$ cat src/rtl/clock_step_controller_if.sv
// Host-to-controller command port: op/arg qualified by a valid/ready handshake.
interface clock_step_controller_if #(
  parameter int STEP_W = 16
) ();
  logic              cmd_valid;
  logic              cmd_ready;
  logic [1:0]        cmd_op;
  logic [STEP_W-1:0] cmd_arg;

  modport master (output cmd_valid, output cmd_op, output cmd_arg, input cmd_ready);
  modport slave  (input cmd_valid, input cmd_op, input cmd_arg, output cmd_ready);
endinterface

$ cat src/rtl/clock_step_controller.sv
// Run/halt/single-step sequencer for the divided pipeline clock; tick is combinational from state.
// Commands complete on the accept edge; cmd_ready drops in STEP, under halt_req and in reset.
module clock_step_controller #(
  parameter int DIV_W       = 10,
  parameter int DIV_DEFAULT = 217,
  parameter int STEP_W      = 16
) (
  input  logic                 CLOCK_50,
  input  logic                 reset,
  input  logic                 halt_req,
  clock_step_controller_if.slave cmd,
  output logic                 tick,
  output logic                 slow_clk,
  output logic                 running,
  output logic [STEP_W-1:0]    steps_left,
  output logic                 step_done,
  output logic                 cmd_err
);

  typedef enum logic [1:0] {S_HALT, S_RUN, S_STEP} state_t;

  localparam logic [1:0]       OP_HALT    = 2'b00;
  localparam logic [1:0]       OP_RUN     = 2'b01;
  localparam logic [1:0]       OP_STEP    = 2'b10;
  localparam logic [1:0]       OP_SET_DIV = 2'b11;
  localparam logic [DIV_W-1:0] LIMIT_RST  = DIV_W'(DIV_DEFAULT);

  state_t           state;
  logic [DIV_W-1:0] limit;
  logic [DIV_W-1:0] cnt;
  logic [DIV_W-1:0] pending;
  logic             pending_vld;
  logic             at_limit;
  logic             accept;
  logic             go_halt;

  assign at_limit      = (state != S_HALT) && (cnt == limit);
  assign tick          = !reset && at_limit;
  assign cmd.cmd_ready = !reset && !halt_req && (state != S_STEP);
  assign accept        = cmd.cmd_valid && cmd.cmd_ready;
  assign go_halt       = halt_req || (accept && cmd.cmd_op == OP_HALT);
  assign running       = (state != S_HALT);

  always_ff @(posedge CLOCK_50) begin
    if (reset) begin
      state       <= S_HALT;
      limit       <= LIMIT_RST;
      cnt         <= '0;
      pending     <= '0;
      pending_vld <= 1'b0;
      slow_clk    <= 1'b0;
      steps_left  <= '0;
      step_done   <= 1'b0;
      cmd_err     <= 1'b0;
    end else begin
      step_done <= 1'b0;
      cmd_err   <= 1'b0;

      // Divided-period bookkeeping; a pending limit only takes effect at a period boundary.
      if (at_limit) begin
        cnt      <= '0;
        slow_clk <= ~slow_clk;
        if (pending_vld) begin
          limit       <= pending;
          pending_vld <= 1'b0;
        end
        if (state == S_STEP) begin
          if (steps_left == STEP_W'(1)) begin
            state      <= S_HALT;
            steps_left <= '0;
            step_done  <= 1'b1;
          end else begin
            steps_left <= steps_left - STEP_W'(1);
          end
        end
      end else if (state != S_HALT) begin
        cnt <= cnt + DIV_W'(1);
      end

      if (accept) begin
        case (cmd.cmd_op)
          OP_RUN: begin
            if (state == S_HALT) begin
              state <= S_RUN;
              cnt   <= '0;
            end
          end
          OP_STEP: begin
            if (state == S_HALT && cmd.cmd_arg != '0) begin
              state      <= S_STEP;
              steps_left <= cmd.cmd_arg;
              cnt        <= '0;
            end else begin
              cmd_err <= 1'b1;
            end
          end
          OP_SET_DIV: begin
            if (state == S_HALT) begin
              limit <= cmd.cmd_arg[DIV_W-1:0];
            end else begin
              pending     <= cmd.cmd_arg[DIV_W-1:0];
              pending_vld <= 1'b1;
            end
          end
          default: ;
        endcase
      end

      // Halt wins over everything above, including a final STEP tick on the same edge.
      if (go_halt) begin
        state      <= S_HALT;
        cnt        <= '0;
        steps_left <= '0;
        step_done  <= 1'b0;
        if (pending_vld) begin
          limit       <= pending;
          pending_vld <= 1'b0;
        end
      end
    end
  end

endmodule
$ cat src/flat_wrapper.sv
// flat-port wrapper written by rule: the top's interface ports become plain ports
module clock_step_controller_flat 
#(
  parameter int DIV_W       = 10,
  parameter int DIV_DEFAULT = 217,
  parameter int STEP_W      = 16
)
  (CLOCK_50, reset, halt_req, tick, slow_clk, running, steps_left, step_done, cmd_err, cmd_cmd_valid, cmd_cmd_op, cmd_cmd_arg, cmd_cmd_ready);
  clock_step_controller_if #(.STEP_W(STEP_W)) cmd_i ();
  input  logic CLOCK_50;
  input  logic reset;
  input  logic halt_req;
  output logic tick;
  output logic slow_clk;
  output logic running;
  output logic [STEP_W-1:0] steps_left;
  output logic step_done;
  output logic cmd_err;
  input wire logic [$bits(cmd_i.cmd_valid)-1:0] cmd_cmd_valid;
  input wire logic [$bits(cmd_i.cmd_op)-1:0] cmd_cmd_op;
  input wire logic [$bits(cmd_i.cmd_arg)-1:0] cmd_cmd_arg;
  output wire logic [$bits(cmd_i.cmd_ready)-1:0] cmd_cmd_ready;
  assign cmd_i.cmd_valid = cmd_cmd_valid;
  assign cmd_i.cmd_op = cmd_cmd_op;
  assign cmd_i.cmd_arg = cmd_cmd_arg;
  assign cmd_cmd_ready = cmd_i.cmd_ready;
  clock_step_controller #(.DIV_W(DIV_W), .DIV_DEFAULT(DIV_DEFAULT), .STEP_W(STEP_W)) u_core (.CLOCK_50(CLOCK_50), .reset(reset), .halt_req(halt_req), .cmd(cmd_i), .tick(tick), .slow_clk(slow_clk), .running(running), .steps_left(steps_left), .step_done(step_done), .cmd_err(cmd_err));
endmodule
$ cat config.mk
export PLATFORM = sky130hd
export DESIGN_NAME = clock_step_controller_flat
export DESIGN_NICKNAME = d
export VERILOG_FILES = /design/src/rtl/clock_step_controller_if.sv /design/src/rtl/clock_step_controller.sv /design/src/flat_wrapper.sv
export SDC_FILE = /design/constraint.sdc
export NUM_CORES = 1
export LEC_CHECK = 0
export CAP_MARGIN = 20
export CELL_PAD_IN_SITES_DETAIL_PLACEMENT = 0
export CELL_PAD_IN_SITES_GLOBAL_PLACEMENT = 1
export CORE_MARGIN = 2
export CORE_UTILIZATION = 44
export CTS_CLUSTER_DIAMETER = 50
export DETAILED_ROUTE_END_ITERATION = 7
export PLACE_DENSITY = 0.95
export SYNTH_ARGS = -nofsm -noshare
export SYNTH_HDL_FRONTEND = slang
export SYNTH_SLANG_ARGS = --single-unit
$ cat constraint.sdc
create_clock -name CLOCK_50 -period 5.68 [get_ports CLOCK_50]
set_input_delay 0.568 -clock CLOCK_50 [delete_from_list [all_inputs] [get_ports CLOCK_50]]
set_output_delay 0.568 -clock CLOCK_50 [all_outputs]
set_load 0.05 [all_outputs]
==> impl_metrics.py <==
metrics = {
    "detailed_routing": {
        "vias_per_cell": 6.246,
        "final_antenna_net_count": 0,
        "wl_per_cell_um": 18.28,
        "dr_total_vias": 3023,
        "drt_first_pass_iters": 6,
        "drt_iter0_markers": 457,
        "drc_errors": 0,
        "wl_um": 8849,
    },
    "pwr": {
        "vdd_drop_max_uv": 99.25,
        "power.leakage_nw": 1.183,
        "power_density_mw_per_mm2": 185.9,
    },
    "layout": {
        "drive_above_1_share_pct": 5.941,
        "multi_input_area_mm2": 0.001868,
        "syn2layout_area_growth_pct": 18.62,
        "seq_area_mm2": 0.001041,
        "nets": 432,
        "num_antenna_cells": 0,
        "final_cell_mix": "dfxtp_1 (52), clkdlybuf4s50_1 (43), nor2_1 (38), o21ai_0 (34), nand2_1 (23)",
        "fillers": 654,
        "mostFrequentLayoutCell": "dfxtp_1",
    },
    "die": {
        "die_w_um": 86.80,
        "rows": 30,
        "dieHeight_um": 86.80,
        "ios": 44,
        "die-area_mm2": 0.007534,
        "start_util_pct": 44.90,
        "core_mm2": 0.006719,
    },
    "placed_design": {
        "io_buffers": 43,
        "dp_hpwl_um": 6355,
        "globalplace.congestion": 0.9584,
    },
    "cts": {
        "cts_tree": "done",
        "postCtsHoldBufs": 0,
        "clock-sinks": 52,
        "root_buffer": "clkbuf_8",
        "h-tree-depth": 2,
        "cts.clk_slew.worst_paths_ns": 0.11,
        "post_cts_buffers": 0,
        "cts_buffers": 5,
        "clockBufferDepth": 2,
        "clk_latency_ns": 0.32,
        "cts_resized": 0,
    },
    "worst_setup_path": {
        "critPathCaptureType": "primary output",
        "start_kind": "flop",
        "cp.arrival_ns": 2.87,
        "reg2reg_depth": 6,
        "rr_endpoint": "u_core.steps_left[3]$_SDFF_PP0_",
        "cp_max_fo": 16,
        "critical_path_class": "flop to primary output",
        "cp_data_required_time_ns": 5.11,
        "r2r_setup_slack_ns": 3.10,
        "r2r_start": "u_core.steps_left[0]$_SDFF_PP0_",
    },
    "logic_synthesis": {
        "synth_compound_area_share_pct": 21.07,
        "ys_ff_latch": 52,
        "syn_nets": 398,
        "synthArstFlopShare_pct": 0,
        "yosys_warnings": 0,
        "ys_seq_area_share_pct": 34.51,
        "muxShareOfSynthArea_pct": 4.314,
        "postSynthAreaPerCell_um2": 8.175,
        "synthSimpleGateAreaFrac_pct": 27.25,
        "synth-edff-count": 0,
        "synth_area_mm2": 0.003017,
        "synth_top_family_by_area": "simple AND/OR/NAND/NOR gates",
        "synth_fa_ha_area_share_pct": 2.903,
        "synth_xor_area_share_pct": 6.387,
        "synth_cells": 369,
        "synth_flop_cell": "dfxtp_1",
        "ys_types": 56,
    },
    "global_routing": {
        "grt_use_total_pct": 24.20,
        "use_met1_pct": 36.58,
        "grt_max_degree": 30,
        "grtUsageMet3_pct": 3.810,
        "grt_pass1_wl_um": 14410,
        "grt.busiest_layer": "met1",
        "grt_pass1_vias": 2786,
        "met2_usage_pct": 36.29,
        "antenna_found_initial": 0,
        "grt.overflow.total": 0,
    },
    "job": {
        "drv_cap": 0,
    },
    "timing": {
        "max_freq_mhz": 291.1,
        "hold_ws_ns": 0.4999,
        "setup_viol": 0,
        "tightest_slew_ns": 0.9438,
        "maxSlewHeadroom_pct": 36.55,
        "min_period_ns": 3.436,
        "finClkSkew_ns": 0.009198,
        "hold_viol": 0,
        "tns_ns": 0,
        "drv_slew": 0,
        "rsz0062_at_grt": "no",
        "layout_worst_path_cycle_share_pct": 60.49,
    },
    "min_path": {
        "hold_end": "u_core.limit[6]$_SDFF_PP1_",
        "hold_depth": 2,
        "hold_class": "flop to flop",
        "hp-start": "u_core.pending[6]$_SDFFE_PP0P_",
    },
    "outcome": {
        "outcome": "completed",
    },
}
[through the flow]
step,cell area [um^2],instances,worst slack (ns),power (W),util (%)
finish,3578,484,2.244,0.0006652,53.26
global route,3578,484,2.071,0.0006915,53.26
detailed placement,3485,476,2.629,0.0004409,51.86
floorplan,3017,369,2.888,0.0004081,-
CTS,3578,484,2.252,0.0006683,53.26
global placement,3485,476,2.664,0.0004406,51.86
[report_power, final]
part | switching, W | internal (W)
clock network | 0.000141 | 0.0000902
logic | 0.0000382 | 0.0000262
registers | 0.00000300 | 0.000367
total | 0.000182 | 0.000483
[final cells by class]
class	instances	share of cell area, %
repair buffers	45	12.45
inverters	8	0.8392
clock buffers	5	1.923
multi-input cells	291	52.20
clock inverters	3	0.6993
flip-flops and latches	52	29.09
well taps	80	2.797
[cell families after synthesis]
| logic type | Yosys count |
|---|---|
| compound gates | 101 |
| xor+xnor | 22 |
| fa+ha+maj | 7 |
| buf+inv | 26 |
| flops | 52 |
| mux | 13 |
| simple gates | 148 |
[worst max-delay path, stage by stage, from the launching register on]
cell             delay [ns]
dfxtp_1                0.50
nor2_2                 0.13
inv_2                  0.19
nand3_1                0.13
or3_1                  0.59
nor2_1                 0.18
clkdlybuf4s50_1        0.82
[registers in the layout (all words and copies together), names as in the netlist]
| signal | count |
|---|---|
| u_core.cmd_err | 1 |
| u_core.limit | 10 |
| u_core.cnt | 10 |
| u_core.step_done | 1 |
| u_core.steps_left | 16 |
| u_core.state | 2 |
| u_core.slow_clk | 1 |
| u_core.pending | 10 |
| u_core.pending_vld | 1 |
[synthesized netlist by cell type (4+ instances only)]
cell type | n | area (um^2)
dfxtp_1 | 52 | 1041
nor2_1 | 38 | 142.6
inv_1 | 7 | 26.28
and3_1 | 4 | 25.02
or4_1 | 8 | 60.06
nor4_1 | 11 | 68.82
o22ai_1 | 5 | 31.28
a31oi_1 | 6 | 37.54
a221oi_1 | 5 | 43.79
o31ai_1 | 9 | 67.56
nor3_1 | 10 | 50.05
mux2i_1 | 13 | 130.1
or3_1 | 12 | 75.07
nor4_2 | 4 | 50.05
xnor2_1 | 15 | 131.4
nand2_1 | 23 | 86.33
xor2_1 | 7 | 61.31
ha_1 | 7 | 87.58
a21oi_1 | 19 | 95.09
nand3_1 | 9 | 45.04
clkbuf_1 | 14 | 52.55
o21ai_0 | 34 | 170.2
and2_1 | 4 | 25.02
nand4_1 | 7 | 43.79
[routing by layer]
metal,share of wire [%],vias up
met3,6.4,10
met2,44,147
li1,-,1443
met4,1.2,0
met1,48,1423
met5,0,-
[how the worst max path moves through the flow]
stage	end	depth (start not counted)	slack, ns	from
2_1_floorplan	tick	7	2.89	u_core.state[0]$_SDFF_PP0_
6_report	tick	6	2.24	u_core.state[0]$_SDFF_PP0_
3_3_place_gp	tick	6	2.66	u_core.state[0]$_SDFF_PP0_
4_1_cts	tick	6	2.25	u_core.state[0]$_SDFF_PP0_
3_5_place_dp	tick	6	2.63	u_core.state[0]$_SDFF_PP0_
5_1_grt	tick	6	2.07	u_core.state[0]$_SDFF_PP0_
Note: power is estimated with default switching activity, not from simulation.
